--- src/rtl/pipe_pkg.sv ---
// Shared pipeline constants: bubble encoding, counter width
// and payload widths at each stage boundary.
package pipe_pkg;

  localparam int XLEN = 32;

  // Bubble payload; decode treats an all-zero word as a NOP slot.
  localparam logic [XLEN-1:0] NOP_ENC = '0;

  localparam int CNT_W_DEF = 16;

  localparam int IF_ID_W  = 2 * XLEN;
  localparam int ID_EX_W  = 4 * XLEN + 16;
  localparam int EX_MEM_W = 3 * XLEN + 8;
  localparam int MEM_WB_W = 2 * XLEN + 8;

endpackage

--- src/rtl/pipe_stage_reg_sat_counter.sv ---
// Saturating up-counter with synchronous
// active-high reset.
module sat_counter
  import pipe_pkg::*;
#(
  parameter int CNT_W = CNT_W_DEF
) (
  input  logic             clk,
  input  logic             reset,
  input  logic             inc,
  output logic [CNT_W-1:0] cnt
);

  logic sat;

  assign sat = &cnt;

  always_ff @(posedge clk) begin
    if (reset) begin
      cnt <= '0;
    end else if (inc && !sat) begin
      cnt <= cnt + 1'b1;
    end
  end

endmodule

--- src/rtl/pipe_stage_reg.sv ---
// Elastic pipeline stage register with a one-entry
// skid buffer, flush-to-bubble and a stall counter.
module pipe_stage_reg
  import pipe_pkg::*;
#(
  parameter int               WIDTH     = 32,
  parameter logic [WIDTH-1:0] NOP_VALUE = {WIDTH{1'b0}},
  parameter int               CNT_W     = CNT_W_DEF
) (
  input  logic             clk,
  input  logic             reset,
  input  logic             in_valid,
  input  logic [WIDTH-1:0] in_data,
  output logic             in_ready,
  output logic             out_valid,
  output logic [WIDTH-1:0] out_data,
  input  logic             out_ready,
  input  logic             stall,
  input  logic             flush,
  output logic [CNT_W-1:0] stall_cnt
);

  logic             mainValid;
  logic [WIDTH-1:0] mainData;
  logic             skidValid;
  logic [WIDTH-1:0] skidData;
  logic             take;
  logic             acc;
  logic             mainFree;
  logic [WIDTH-1:0] accData;
  logic             cntInc;

  assign take     = mainValid & out_ready & ~stall;
  // in_ready is the skid flag itself, so no path from out_ready/stall.
  assign acc      = in_valid & ~skidValid;
  assign mainFree = ~mainValid | take;
  assign accData  = acc ? in_data : NOP_VALUE;

  always_ff @(posedge clk) begin
    if (reset || flush) begin
      mainValid <= 1'b0;
      mainData  <= NOP_VALUE;
      skidValid <= 1'b0;
      skidData  <= NOP_VALUE;
    end else if (mainFree) begin
      if (skidValid) begin
        mainValid <= 1'b1;
        mainData  <= skidData;
        skidValid <= acc;
        skidData  <= accData;
      end else begin
        mainValid <= acc;
        mainData  <= accData;
      end
    end else if (acc) begin
      skidValid <= 1'b1;
      skidData  <= in_data;
    end
  end

  assign in_ready  = ~skidValid;
  assign out_valid = mainValid;
  assign out_data  = mainData;

  assign cntInc = mainValid & ~take & ~flush;

  sat_counter #(
    .CNT_W(CNT_W)
  ) u_stallCnt (
    .clk  (clk),
    .reset(reset),
    .inc  (cntInc),
    .cnt  (stall_cnt)
  );

endmodule
--- config.mk ---
export PLATFORM = sky130hd
export DESIGN_NAME = pipe_stage_reg
export DESIGN_NICKNAME = d
export VERILOG_FILES = /design/src/rtl/pipe_pkg.sv /design/src/rtl/pipe_stage_reg_sat_counter.sv /design/src/rtl/pipe_stage_reg.sv
export SDC_FILE = /design/constraint.sdc
export NUM_CORES = 1
export LEC_CHECK = 0
export ABC_AREA = 1
export CAP_MARGIN = 20
export CORE_UTILIZATION = 45
export CTS_BUF_LIST = sky130_fd_sc_hd__clkbuf_4 sky130_fd_sc_hd__clkbuf_8
export DETAILED_ROUTE_END_ITERATION = 8
export PLACE_DENSITY = 0.81
export REMOVE_ABC_BUFFERS = 1
export SLEW_MARGIN = 10
export SYNTH_ARGS = -nofsm -noshare
export SYNTH_HDL_FRONTEND = slang
export SYNTH_SLANG_ARGS = --single-unit
--- constraint.sdc ---
create_clock -name clk -period 1.8 [get_ports clk]
set_clock_uncertainty 0.15 [all_clocks]
set_input_delay 0.18 -clock clk [delete_from_list [all_inputs] [get_ports clk]]
set_output_delay 0.18 -clock clk [all_outputs]
set_load 0.02 [all_outputs]
## Yosys cells after proc, flatten, opt, wreduce, memory -nomap -nowiden

Index checks and enable logic that the tools add are counted.

| operators by class | value |
|---|---|
| $add $sub $neg | 1 |
| multiplexer cells | 9 |
| equal/unequal tests | 1 |
| bitwise operators | 11 |
| reduce and logical (&&, ||, !) cells | 6 |

Operators with widths:

| kind | number |
|---|---|
| two-way mux 32 bit | 5 |
| adder 16 x 1 -> 16 bit, second input constant | 1 |
| AND reduction 16 bit | 1 |
| bitwise AND 1 bit | 5 |
| inverter 1 bit | 5 |
| two-way mux 1 bit | 4 |
| inequality test 2 bit, second input constant | 1 |
| AND reduction 2 bit | 1 |
| nonzero test 2 bit | 1 |
| logical AND 1 bit | 1 |
| zero test 1 bit | 1 |
| logical OR 1 bit | 1 |
| bitwise OR 1 bit | 1 |

| word-level totals | value |
|---|---|
| output and inout port bits | 50 |
| register bits after elaboration | 82 |

## Longest topological paths before layout

| logic depth | value |
|---|---|
| depth after elaboration | 6 |
| gate-level depth with buffers | 9 |

## Modules after synthesis

From an unflattened synthesis, not the netlist that was laid out.

| unflattened totals | value |
|---|---|
| cell total of the unflattened synthesis | 618 |
| area total of the unflattened synthesis | 4289.1 um^2 |

Modules (own cells, without submodules):

| module | cells each | instances | area each (um^2) | seq. area each (um^2) |
|---|---|---|---|---|
| pipe_stage_reg | 472 | 1 | 3310.7 | 1321.3 |
| sat_counter | 146 | 1 | 978.4 | 320.3 |

## Worst setup path before layout

Ideal clock, no wire load.

| timing | value |
|---|---|
| kind | reg-to-reg |
| start point | register u_stallCnt.cnt[0] |
| end point | register u_stallCnt.cnt[11] |
| library setup time | 115 ps |
| slack | 88 ps |
| stages on the path, launching flop included | 8 |
| arrival | 1447 ps |
| required time | 1535 ps |
| path through | dfxtp_1 ha_1 nand2_1 nor2_4 nand4_2 buf_6 a21oi_1 nor2_1 |

| between the ends | value |
|---|---|
| cells in the longest elaborated chain, start to end | 3 |
| elaborated cells on any way between the ends | 4 |
| those cells by class | add/sub: 1; reduce/logical: 3 |

RTL lines:

| item | RTL line | source |
|---|---|---|
| start: declaration | pipe_stage_reg_sat_counter.sv:11 | `output logic [CNT_W-1:0] cnt` |
| start signal: assignment | pipe_stage_reg_sat_counter.sv:22 | `cnt <= cnt + 1'b1;` |
| branches (longest 3 deep; another with adder 16 x 1 -> 16 bit) | n/a |  |

Parallel ways; which one is timed is not known.
A chain may end at the register's enable or synchronous reset.

## Final worst setup path

| timing | value |
|---|---|
| start point | register u_stallCnt.cnt[11] |
| end point | output stall_cnt[11] |

RTL lines:

| item | RTL line | source |
|---|---|---|
| end: declaration | pipe_stage_reg.sv:20 | `output logic [CNT_W-1:0] stall_cnt` |

No word-level cell between the ends.

==> summary.md <==
| Metric | Value |
|---|---|
| Outcome | finished clean |
| Sequential share of the synthesized area | 48.6% |
| Area growth syn-to-layout | 36.6% |
| Pwr Density | 779 nW/um^2 |
| Synth async-reset ratio | 0% |
| Grt total ovfl | 0 |
| Fin crit period | 1.72 ns |
| Fmax | ~0.58 GHz |
| Largest family of logic cells by synthesized area | simple AND/OR/NAND/NOR gates |
| Final hold violation count | 0 |
| Largest net degree at the start of global routing | between 50 and 60 |
| Cts-stage hold buffer count | 0 |
| GRT Util Overall | about a quarter |
| Placed Instance Area | between 4000 and 5000 sq um |
| Post-place setup slack | between 0.015 and 0.02 ns |
| Nets | roughly 560 |
| Synth unique cells | 28 |
| WP data required | 1.47 ns |
| Via count | around 3400 |
| Layout cells sized above 1 | 10.2% |
| Buffers & Inverters on Critical Path | 1 |
| Total Wirelength | around 9 mm |
| Via-to-Cell Ratio | between 5 and 6 |
| Post-synthesis mux area share | 0% |
| Crit end category | output pin |
| Cell Area, Synth | about 3400 sq um |
| Drt first pass iters | 5 |
| Setup CP Type | flip-flop to output pin |
| Critical Path Slowest Stage Cell | clkdlybuf4s50_1 |
| Worst slew pin tran | between 0.3 and 0.4 ns |
| Post-Synth Simple-Gate Area | between 20% and 30% |
| Post-route non-filler standard cell count | ~630 |
| CP Cell Sequence | clkdlybuf4s50_1 |
| FF+latch count, synth | 82 |
| CTS root buf | clkbuf_8 |
| IO Port Bufs | just under 90 |
| Total I/O pin count | a little under 90 |
| # placed instances | just over 600 |
| Period Utilization, post-route | a little over nine tenths |
| Ant diodes | 0 |
| RSZ-0062 raised after global routing | no |
| Design area | 4620 sq um |
| Clock slew at reported path FFs | roughly 0.090 ns |
| Drc violations | 0 |
| Cell family contributing the most delay on the critical path | buffers and inverters |
| Hold WC Path Type | input port to flip-flop |
| Most common cell after layout, fill and taps aside | dfxtp_1 |
| Synth Area per Inst | ~7.7 sq um |
| CTS Buffer Depth | 2 |
| Core area | about 7300 sq um |
| Ys flop type | dfxtp_1 |
| Fin worst setup slack | roughly 0.080 ns |
| Met2 WL post-DR | ~4.4 mm |
| Critical path arrival | 1.39 ns |
| CTS tree | yes |
| Die area | about 8000 sq um |
| Synth Area in Compound Gates | about 22% |
| Slew headroom | about three quarters |
| Die Ht | slightly below 90 um |
| Global placement routability congestion | 0.905 |
| Setup TNS | 0 ns |
| H-tree levels | 3 |
| Clock sinks | 82 |
| Max Cap Viol | 0 |
| Setup violations, final | 0 |
| Lkg Pwr | 1.81 nW |
| Crit path max fanout | 5 |
| # Post-CTS Setup Buffers | 0 |
| Vias in the first global route | 3268 |
| Initial antenna violation count | 0 |
| Worst path max stage delay | approximately 0.63 ns |
| Initial DRC count | around 290 |
| Adder-cell share of the synthesized area | less than 1% |
| CTS Buf Count | 9 |
| Post-synthesis cell count | 437 |
| Site Rows | 31 |
| Worst-Skew Late Latency | roughly 0.36 ns |
| Max Slew Vio Count | 0 |
| Wire length per cell | between 10 and 15 um |
| Uppermost layer routed | met4 |
| Detailed placer's ending HPWL | around 6.2 mm |
| Initial Util | 46.6% |
| Hold WS | approximately 0.25 ns |
| Critical Path Start Type | flip-flop |
| Most frequent cells in the layout | dfxtp_1, clkdlybuf4s50_1, nand2_1 |
| Maximum VDD drop | between 0.4 and 0.5 mV |
| Met3 WL post-DR | about 700 um |
| Final ANT Viol Nets | 0 |
| EDFF count, synth | 0 |
| XOR/XNOR Fraction of Synth Area | less than 1% |
| Die Width | 88.6 um |
| First-pass GRT wire length | approximately 15 mm |
| Met1 Wirelength | ~3.8 mm |
| Synth warn | 0 |
area by class of cell:
| class | count | area, sq um |
|---|---|---|
| fillers | 647 | 2640 |
| multi-input cells | 317 | 1570 |
| inverters | 10 | 37.5 |
| repair buffers | 103 | 1050 |
| clock buffers | 9 | 124 |
| well taps | 99 | 124 |
| clock inverters | 7 | 70.1 |
| flip-flops and latches | 82 | 1640 |
stage by stage:
step	total power [mW]	util [%]
3_3_place_gp	2.31	60.6
6_report	3.60	63.6
5_1_grt	3.75	63.6
2_1_floorplan	2.09	-
3_5_place_dp	2.32	60.6
4_1_cts	3.62	63.2
power by group:
part           internal, mW  leakage [nW]  switching, mW
sequential             1.85         0.665         0.0225
clock                 0.638        0.0990          0.680
combinational         0.191          1.05          0.216
total                  2.68          1.81          0.918
tightest hold or removal path: stages:
cell and delay (ns):
clkdlybuf4s50_1 0.39, nand2_1 0.07, a21oi_1 0.06
Yosys cell counts, types with 2 or more instances:
master    instances  area share [%]
buf_6             4             1.3
nand3_1          44             6.5
nor2_1           36             4.0
nand2_2           4            0.74
inv_2             3            0.33
o21ai_0          44             6.5
a21oi_1          72              11
inv_1             7            0.78
buf_2             5            0.74
nor3_1            2            0.30
clkbuf_1         17             1.9
nand2_1          74             8.2
o21ai_1          24             3.6
nor2_4            5             1.7
nor2_2            2            0.37
dfxtp_1          82              49
metal layers:
layer / vias to the layer above / track usage, %
met3: 15 / 6.81
li1: 1659 / -
met2: 145 / 41.7
met1: 1591 / 29.9
met5: - / 0
met4: 0 / 8.36
what timing repair did:
action | 4_1_cts | 5_1_grt
endpoints found under the setup margin | 1 | 16
resized for setup | 1 | 10
pin swaps | 0 | 2
sequential cells by signal, indices dropped and copies added (netlist names):
signal / flops
u_stallCnt.cnt: 16
skidData: 32
out_valid: 1
skidValid: 1
out_data: 32
worst paths after layout:
path                            from                end  slack, ns  cells after the start
setup reg to reg   u_stallCnt.cnt[1]  u_stallCnt.cnt[6]       0.12                      8
hold reg to reg         skidData[31]       skidData[31]       0.33                      2
hold / removal            in_data[7]        out_data[7]       0.25                      3
setup / recovery  u_stallCnt.cnt[11]      stall_cnt[11]       0.08                      1
logic make-up after synthesis:
logic type | count (synthesis)
and+or+nand+nor | 172
AOI/OAI and AO/OA | 143
DFF | 82
buffers and inverters | 38
xor gates and xnor gates | 1
adders and majority gates | 1
No activity file was read; power rests on OpenSTA's default activity.
